File: config.mk
export PLATFORM = sky130hd
export DESIGN_NAME = uart_tx_fifo
export DESIGN_NICKNAME = d
export VERILOG_FILES = /design/src/rtl/uart_tx_fifo.sv
export SDC_FILE = /design/constraint.sdc
export NUM_CORES = 1
export LEC_CHECK = 0
export CORE_ASPECT_RATIO = 0.7
export CORE_MARGIN = 2
export CORE_UTILIZATION = 50
export DETAILED_ROUTE_END_ITERATION = 12
export PLACE_DENSITY = 0.69
export SLEW_MARGIN = 20
export SYNTH_ARGS = -nofsm -noshare
export SYNTH_HDL_FRONTEND = slang
export SYNTH_SLANG_ARGS = --single-unit
File: constraint.sdc
create_clock -name clk -period 2.9 [get_ports clk]
set_input_delay 0.435 -clock clk [delete_from_list [all_inputs] [get_ports clk]]
set_output_delay 0.435 -clock clk [all_outputs]
set_load 0.02 [all_outputs]
File: src/rtl/uart_tx_fifo.sv
// uart_tx_fifo: UART transmitter with a small word FIFO in front of it.
// Words pushed on the write side are queued and serialised as
// start / DATA_BITS (LSB first) / optional parity / STOP_BITS frames.
// Frames are sent back to back while the FIFO holds data.

`timescale 1ns/1ps

module uart_tx_fifo #(
   parameter int CLK_DIV    = 4,   // clock cycles per serial bit (2..65535)
   parameter int DATA_BITS  = 8,   // payload bits per frame (5..8)
   parameter int FIFO_DEPTH = 4,   // word slots, power of two (2..256)
   parameter int PARITY     = 0,   // 0 = none, 1 = odd, 2 = even
   parameter int STOP_BITS  = 1    // 1 or 2
) (
   input  logic                          clk,
   input  logic                          rst_n,
   input  logic [DATA_BITS-1:0]          wr_data,
   input  logic                          wr_valid,
   output logic                          wr_ready,
   output logic                          overflow,
   output logic [$clog2(FIFO_DEPTH):0]   level,
   output logic                          busy,
   output logic                          tx
);

   // ------------------------------------------------------------------
   // Derived constants
   // ------------------------------------------------------------------
   localparam int AW    = $clog2(FIFO_DEPTH);
   localparam int DIV_W = $clog2(CLK_DIV);
   localparam int BIT_W = 3;

   localparam logic [DIV_W-1:0] DIV_LOAD   = DIV_W'(CLK_DIV - 1);
   localparam logic [AW:0]      FULL_LEVEL = (AW+1)'(FIFO_DEPTH);
   localparam logic [BIT_W-1:0] LAST_DATA  = BIT_W'(DATA_BITS - 1);
   localparam logic [BIT_W-1:0] LAST_STOP  = BIT_W'(STOP_BITS - 1);

   typedef enum logic [2:0] {
      IDLE,
      START,
      DATA,
      PAR,
      STOP
   } state_t;

   // ------------------------------------------------------------------
   // FIFO storage and bookkeeping
   // ------------------------------------------------------------------
   logic [DATA_BITS-1:0] mem [FIFO_DEPTH];
   logic [AW-1:0]        head_reg;
   logic [AW-1:0]        tail_reg;
   logic [AW:0]          level_reg;
   logic                 overflow_reg;

   logic                 push;
   logic                 pop;
   logic [DATA_BITS-1:0] head_word;
   logic                 head_par;

   // ------------------------------------------------------------------
   // Transmitter state
   // ------------------------------------------------------------------
   state_t               state_reg;
   state_t               state_next;
   logic [DIV_W-1:0]     div_reg;
   logic [DIV_W-1:0]     div_next;
   logic [BIT_W-1:0]     bit_reg;
   logic [BIT_W-1:0]     bit_next;
   logic [DATA_BITS-1:0] shift_reg;
   logic [DATA_BITS-1:0] shift_next;
   logic                 par_reg;
   logic                 par_next;
   logic                 tx_reg;
   logic                 tx_next;
   logic                 div_done;

   // ready depends only on the registered level, so a pop in the same
   // cycle never opens a slot early
   assign wr_ready = (level_reg != FULL_LEVEL);
   assign push     = wr_valid && wr_ready;

   // the head word is captured straight into the shifter on a pop
   assign head_word = mem[head_reg];

   // parity bit is computed once per word when it leaves the FIFO
   assign head_par = (PARITY == 1) ? ~(^head_word) : (^head_word);

   assign level    = level_reg;
   assign overflow = overflow_reg;
   assign busy     = (state_reg != IDLE);
   assign tx       = tx_reg;

   // FIFO storage write port; contents are not reset, only the pointers
   always_ff @(posedge clk) begin
      if (push) begin
         mem[tail_reg] <= wr_data;
      end
   end

   // FIFO pointers, occupancy and the dropped-write pulse
   always_ff @(posedge clk or negedge rst_n) begin
      if (!rst_n) begin
         head_reg     <= '0;
         tail_reg     <= '0;
         level_reg    <= '0;
         overflow_reg <= 1'b0;
      end else begin
         // pointers are AW bits wide, so they wrap modulo FIFO_DEPTH
         if (push) begin
            tail_reg <= tail_reg + 1'b1;
         end
         if (pop) begin
            head_reg <= head_reg + 1'b1;
         end
         case ({push, pop})
            2'b10:   level_reg <= level_reg + 1'b1;
            2'b01:   level_reg <= level_reg - 1'b1;
            default: level_reg <= level_reg;
         endcase
         overflow_reg <= wr_valid && !wr_ready;
      end
   end

   // transmitter state register; tx is registered so the line is glitch free
   always_ff @(posedge clk or negedge rst_n) begin
      if (!rst_n) begin
         state_reg <= IDLE;
         div_reg   <= '0;
         bit_reg   <= '0;
         shift_reg <= '0;
         par_reg   <= 1'b0;
         tx_reg    <= 1'b1;
      end else begin
         state_reg <= state_next;
         div_reg   <= div_next;
         bit_reg   <= bit_next;
         shift_reg <= shift_next;
         par_reg   <= par_next;
         tx_reg    <= tx_next;
      end
   end

   // next-state logic: bit timing, frame sequencing and FIFO pops
   always_comb begin
      state_next = state_reg;
      div_next   = div_reg;
      bit_next   = bit_reg;
      shift_next = shift_reg;
      par_next   = par_reg;
      tx_next    = tx_reg;
      pop        = 1'b0;
      div_done   = (div_reg == '0);

      case (state_reg)
         IDLE: begin
            tx_next = 1'b1;
            if (level_reg != '0) begin
               pop = 1'b1;
            end
         end

         START: begin
            if (div_done) begin
               state_next = DATA;
               div_next   = DIV_LOAD;
               bit_next   = '0;
               tx_next    = shift_reg[0];
            end else begin
               div_next = div_reg - 1'b1;
            end
         end

         DATA: begin
            if (div_done) begin
               div_next = DIV_LOAD;
               if (bit_reg == LAST_DATA) begin
                  bit_next = '0;
                  if (PARITY != 0) begin
                     state_next = PAR;
                     tx_next    = par_reg;
                  end else begin
                     state_next = STOP;
                     tx_next    = 1'b1;
                  end
               end else begin
                  // shifter always presents the current bit at [0]
                  bit_next   = bit_reg + 1'b1;
                  shift_next = shift_reg >> 1;
                  tx_next    = shift_reg[1];
               end
            end else begin
               div_next = div_reg - 1'b1;
            end
         end

         PAR: begin
            if (div_done) begin
               state_next = STOP;
               div_next   = DIV_LOAD;
               bit_next   = '0;
               tx_next    = 1'b1;
            end else begin
               div_next = div_reg - 1'b1;
            end
         end

         STOP: begin
            tx_next = 1'b1;
            if (div_done) begin
               if (bit_reg == LAST_STOP) begin
                  // chain straight into the next frame when data is waiting
                  if (level_reg != '0) begin
                     pop = 1'b1;
                  end else begin
                     state_next = IDLE;
                  end
               end else begin
                  bit_next = bit_reg + 1'b1;
                  div_next = DIV_LOAD;
               end
            end else begin
               div_next = div_reg - 1'b1;
            end
         end

         default: begin
            state_next = IDLE;
            tx_next    = 1'b1;
         end
      endcase

      // a pop always starts a new frame on the same edge
      if (pop) begin
         state_next = START;
         div_next   = DIV_LOAD;
         bit_next   = '0;
         shift_next = head_word;
         par_next   = head_par;
         tx_next    = 1'b0;
      end
   end

endmodule

Yosys cells after proc, flatten, opt, wreduce, memory -nomap -nowiden
Memories as Yosys holds them, arrays and structs flattened.
Cells that the tools add are included.
- $add $sub $neg: 6
- equal/unequal tests: 20
- muxes and demuxes: 38
- reduce and logical (&&, ||, !) cells: 20
- operator list (cell ; number):
    $mux W3 ; 14
    $mux W8 ; 4
    $ne A3 B3 Y1 const B ; 9
    $pmux W3 S5 ; 1
    $mux W1 ; 10
    $pmux W3 S3 ; 1
    $reduce_bool A3 Y1 ; 3
    $mux W2 ; 4
    $reduce_and A8 Y1 ; 1
    $add A3 B1 Y3 const B ; 2
    $eq A3 B2 Y1 const B ; 2
    $eq A3 B3 Y1 const B ; 2
    $logic_not A3 Y1 ; 2
    $pmux W3 S2 ; 1
    $reduce_and A3 Y1 ; 2
    $reduce_bool A2 Y1 ; 3
    $reduce_and A5 Y1 ; 1
    $add A2 B1 Y2 const B ; 2
    $ne A2 B2 Y1 const B ; 2
    $ne A4 B4 Y1 const B ; 1
    $pmux W2 S2 ; 1
    $reduce_bool A4 Y1 ; 1
    $eq A3 B1 Y1 const B ; 1
    $ne A3 B1 Y1 const B ; 1
    12 further kinds ; 13
- bits in registers: 25
- memory bits (writable): 32
- input port bits: 11
- word-level logic and storage cells: 94
- memories kept: 1
- memories (name ; words ; bits a word ; rd ports ; clocked after Yosys merged registers in ; write ports ; RTL line ; source):
    mem ; 4 ; 8 ; 1 ; 0 ; 1 ; 49 ; logic [DATA_BITS-1:0] mem [FIFO_DEPTH];

Depth between registers and ports, before layout
- depth after elaboration: 7
- gate-level depth with buffers: 12
- gate-level depth less buffers: 10

Worst setup path after synthesis
OpenSTA, ideal clock, no wires.
- path type: register to register
- start point: register div_reg[0]
- end point: register level_reg[2], in the netlist level[2]
- library setup time: 0.080 ns
- arrival time: 2.477 ns
- required time: 2.820 ns
- path slack: 0.343 ns
- stages on the path, launching flop included: 13
- buffers on the path: 2
- path through: dfrtp_1 > inv_1 > ha_1 > nand3b_4 > a2111oi_4 > buf_6 > buf_12 > ha_1 > inv_1 > fa_1 > xor2_1 > nor2_1 > xor2_1
- word-level cells in the longest chain between the ends: 5
- ends and longest elaborated chain (what ; RTL line ; source):
    from (decl) ; 65 ; logic [DIV_W-1:0] div_reg;
    from (signal assigned) ; 135 ; div_reg <= div_next;
    $logic_not A2 Y1 * ; 152 ; div_done = (div_reg == '0);
    $mux W1 * ; 209 ; if (div_done) begin
    $pmux W1 S2 * ; 154 ; case (state_reg)
    $eq A2 B1 Y1 or $eq A2 B2 Y1 (tied branches) ; 115 ; case ({push, pop})
    $pmux W3 S2 or $reduce_bool A2 Y1 (tied branches) ; - ;
    to (signal assigned) ; 116 ; 2'b10: level_reg <= level_reg + 1'b1;
    to (signal assigned) ; 117 ; 2'b01: level_reg <= level_reg - 1'b1;
    to (signal assigned) ; 118 ; default: level_reg <= level_reg;
    to (decl) ; 52 ; logic [AW:0] level_reg;
Every way passes the cells marked *; elsewhere a longest branch is shown, timed or not.
A chain may end at the register's enable or synchronous reset.

Worst setup path after layout
Same ends and word-level chain as after synthesis.

==> impl_metrics.toml <==
[status]
run_status = "finished clean"

[floorplanning]
dieArea_um2 = 5821
start_util_pct = 53.09
fp.dieW_um = 90.34
rows = 21
core_area_um2 = 4913
ios = 18
die_h_um = 64.44

[pwr]
p_leak_nw = 1.205
cellPowerDensity_nw_per_um2 = 1071
peakVddDrop_v = 0.0005077
finalPower_mw = 3.215

[timing]
fmax_mhz = 392.6
tns_ps = 0
slew_viol_final = 0
tightest_slew_ps = 668.3
rsz0062_at_grt = "false"
finClkSkew_ps = 7.572
fin_ws_ps = 352.9
min_period_ps = 2547
slew_headroom_pct = 55.28
hold_violations = 0
min_period_over_period_pct = 87.83
setup_viol = 0
hold_slack_ps = 466.2

[detailed_routing]
wl_per_cell_um = 15.96
antenna_left = 0
drc = 0
via_count = 1534
drtIter0Drc = 103
drt_wl_total_um = 4501
via_per_inst = 5.440
drt_pre_antenna_iters = 4

[worst_setup_path]
max_stage_delay_ps = 390
slowest_stage = "dfrtp_1"
worstSetupStartpoint = "div_reg[0]$_DFFE_PN0P_"
rrSetupSlack_ps = 350
critPathLaunchType = "register"
worstPathArrival_ps = 2800
end_kind = "register"
crit_chain = "inv_1, ha_1, nand3b_4, a2111oi_4, ha_1, inv_1, fa_1, xor2_1, nor2_1, xor2_1"
cp_max_fo = 8
criticalPathCategory = "reg -> reg"
rr_startpoint = "div_reg[0]$_DFFE_PN0P_"
crit_required_ps = 3160

[global_routing]
grt_max_degree = 26
antenna_found_initial = 0
grt_pass1_wl_um = 7527
grt_pass1_vias = 1514
grt.total_usage_pct = 17.53
overflow = 0

[layout]
antenna_cells = 0
layout_commonest_cell = "edfxtp_1"
final_cell_count_no_fill = 282
stdcell_area_um2 = 3003
area_growth_pct = 15.11
final_cell_mix = "edfxtp_1 (32), dfrtp_1 (24), clkdlybuf4s50_1 (17), nand2_1 (16)"
drive_gt1_share_pct = 15.02
largest_reg_flops = 32
postLayoutCoreUtil_pct = 61.12
nNetsFinal = 229

[clocking]
cts_setup_buffers = 0
postCtsHoldBufs = 0
clock_latency_ps = 330
clock_sinks = 57
cts_resized = 0
ctsHtreeMaxLevel = 3
ctsLongestPathBuffers = 2
clkSlewWorstSetupHoldPaths_ps = 60
cts_tree = "yes"
cts_root_buf = "clkbuf_8"
cts_made_buffers = 9

[yosys]
ys_ff_latch = 57
synth_top_area_share_pct = 36.83
synth_top_cell_by_area = "edfxtp_1"
synth_nets = 206
yosysSeqAreaShare_pct = 60.86
syn_area_per_cell_um2 = 14.10
netlist_area_um2 = 2609
ys_warn_count = 0
yosys-top-cells-area = "edfxtp_1 (37%), dfrtp_1 (23%), mux4_2 (6.9%)"
yosysUniqueCellTypes = 43
postSynthCellCount = 185

[placed_design]
place_inst = 266
pre_cts_ws_ps = 394.0
gp_congestion = 0.8767
dp_hpwl_um = 3153
port_buffers = 17
place_area_um2 = 2824

[run]
cap_viol_max_count = 0

[hold_path]
hold_path.class = "in -> async"
==> final timing paths <==
kind                                            endpoint  cells past startpoint
worst max-delay path                level[2]$_DFFE_PN0P_                     10
worst min-delay path            state_reg[1]$_DFFE_PN0P_                      2
worst max register to register      level[2]$_DFFE_PN0P_                     10
worst min register to register            tx$_DFFE_PN1P_                      2
max in group asynchronous                 tx$_DFFE_PN1P_                      2
min in group clk                          tx$_DFFE_PN1P_                      2
==> layout make-up <==
| class | instances | area (µm²) |
|---|---|---|
| clock buffers | 12 | 135.1 |
| inverters | 12 | 45.04 |
| multi-input cells | 109 | 919.6 |
| clock inverters | 4 | 43.79 |
| fillers | 389 | 1911 |
| repair buffers | 19 | 185.2 |
| well taps | 69 | 86.33 |
| flip-flops and latches | 57 | 1588 |
==> power by group <==
group	leakage [nW]	switching [mW]	total (mW)	internal (mW)
registers	0.601	0.238	1.36	1.13
clock network	0.0918	0.288	0.679	0.391
logic	0.513	0.604	1.17	0.568
==> logic make-up after synthesis <==
kind of cell / after synthesis / share of synthesized area (%)
buffers and inverters: 19 / 3.885
flip-flops: 57 / 60.86
AND/OR/NAND/NOR: 43 / 8.873
adder cells (fa/ha/maj): 10 / 5.084
AO/OA/AOI/OAI: 34 / 9.257
multiplexers: 16 / 10.02
XOR/XNOR: 6 / 2.015
==> synthesized netlist by cell type <==
library cell	n
o22ai_1	3
xor2_1	3
and3_2	1
o21bai_1	2
edfxtp_1	32
a21oi_1	4
o211ai_1	2
nor3_1	2
a31oi_1	1
nand2b_1	4
dfrtp_1	24
ha_1	9
nor3b_2	1
or3_1	2
buf_4	1
o21ai_2	1
and3_1	7
mux2i_1	7
dfstp_2	1
mux4_2	8
clkbuf_1	1
nor2_1	6
nand3b_4	1
buf_2	2
nand3_1	1
a221o_1	2
nor2b_1	1
mux2_2	1
inv_1	12
buf_12	1
o22a_1	1
or2_2	1
a2111oi_0	1
xnor2_1	3
o21ai_0	12
fa_1	1
a2111oi_4	1
buf_6	1
a21o_2	1
a21oi_2	1
o21a_1	2
buf_1	1
nand2_1	16
==> routing by layer <==
metal  global-route usage, %  wire length, µm  vias to the layer above  part of all wire, %
met5                       0                0                        -                    0
met4                   7.500               68                        0                  1.5
met3                   7.674              258                        7                  5.7
met2                   25.66             2027                       39                   45
met1                   23.02             2147                      758                   48
li1                        -                -                      730                    -
==> worst max-delay path: cells and delay by family, from the launching register on <==
| kind | cells | cell delay (ps) |
|---|---|---|
| AO/OA/AOI/OAI | 1 | 390 |
| XOR/XNOR | 2 | 320 |
| adder cells (fa/ha/maj) | 3 | 980 |
| buffers and inverters | 2 | 120 |
| flip-flops | 1 | 390 |
| AND/OR/NAND/NOR | 2 | 270 |
Power figures use the tool's default switching activity.
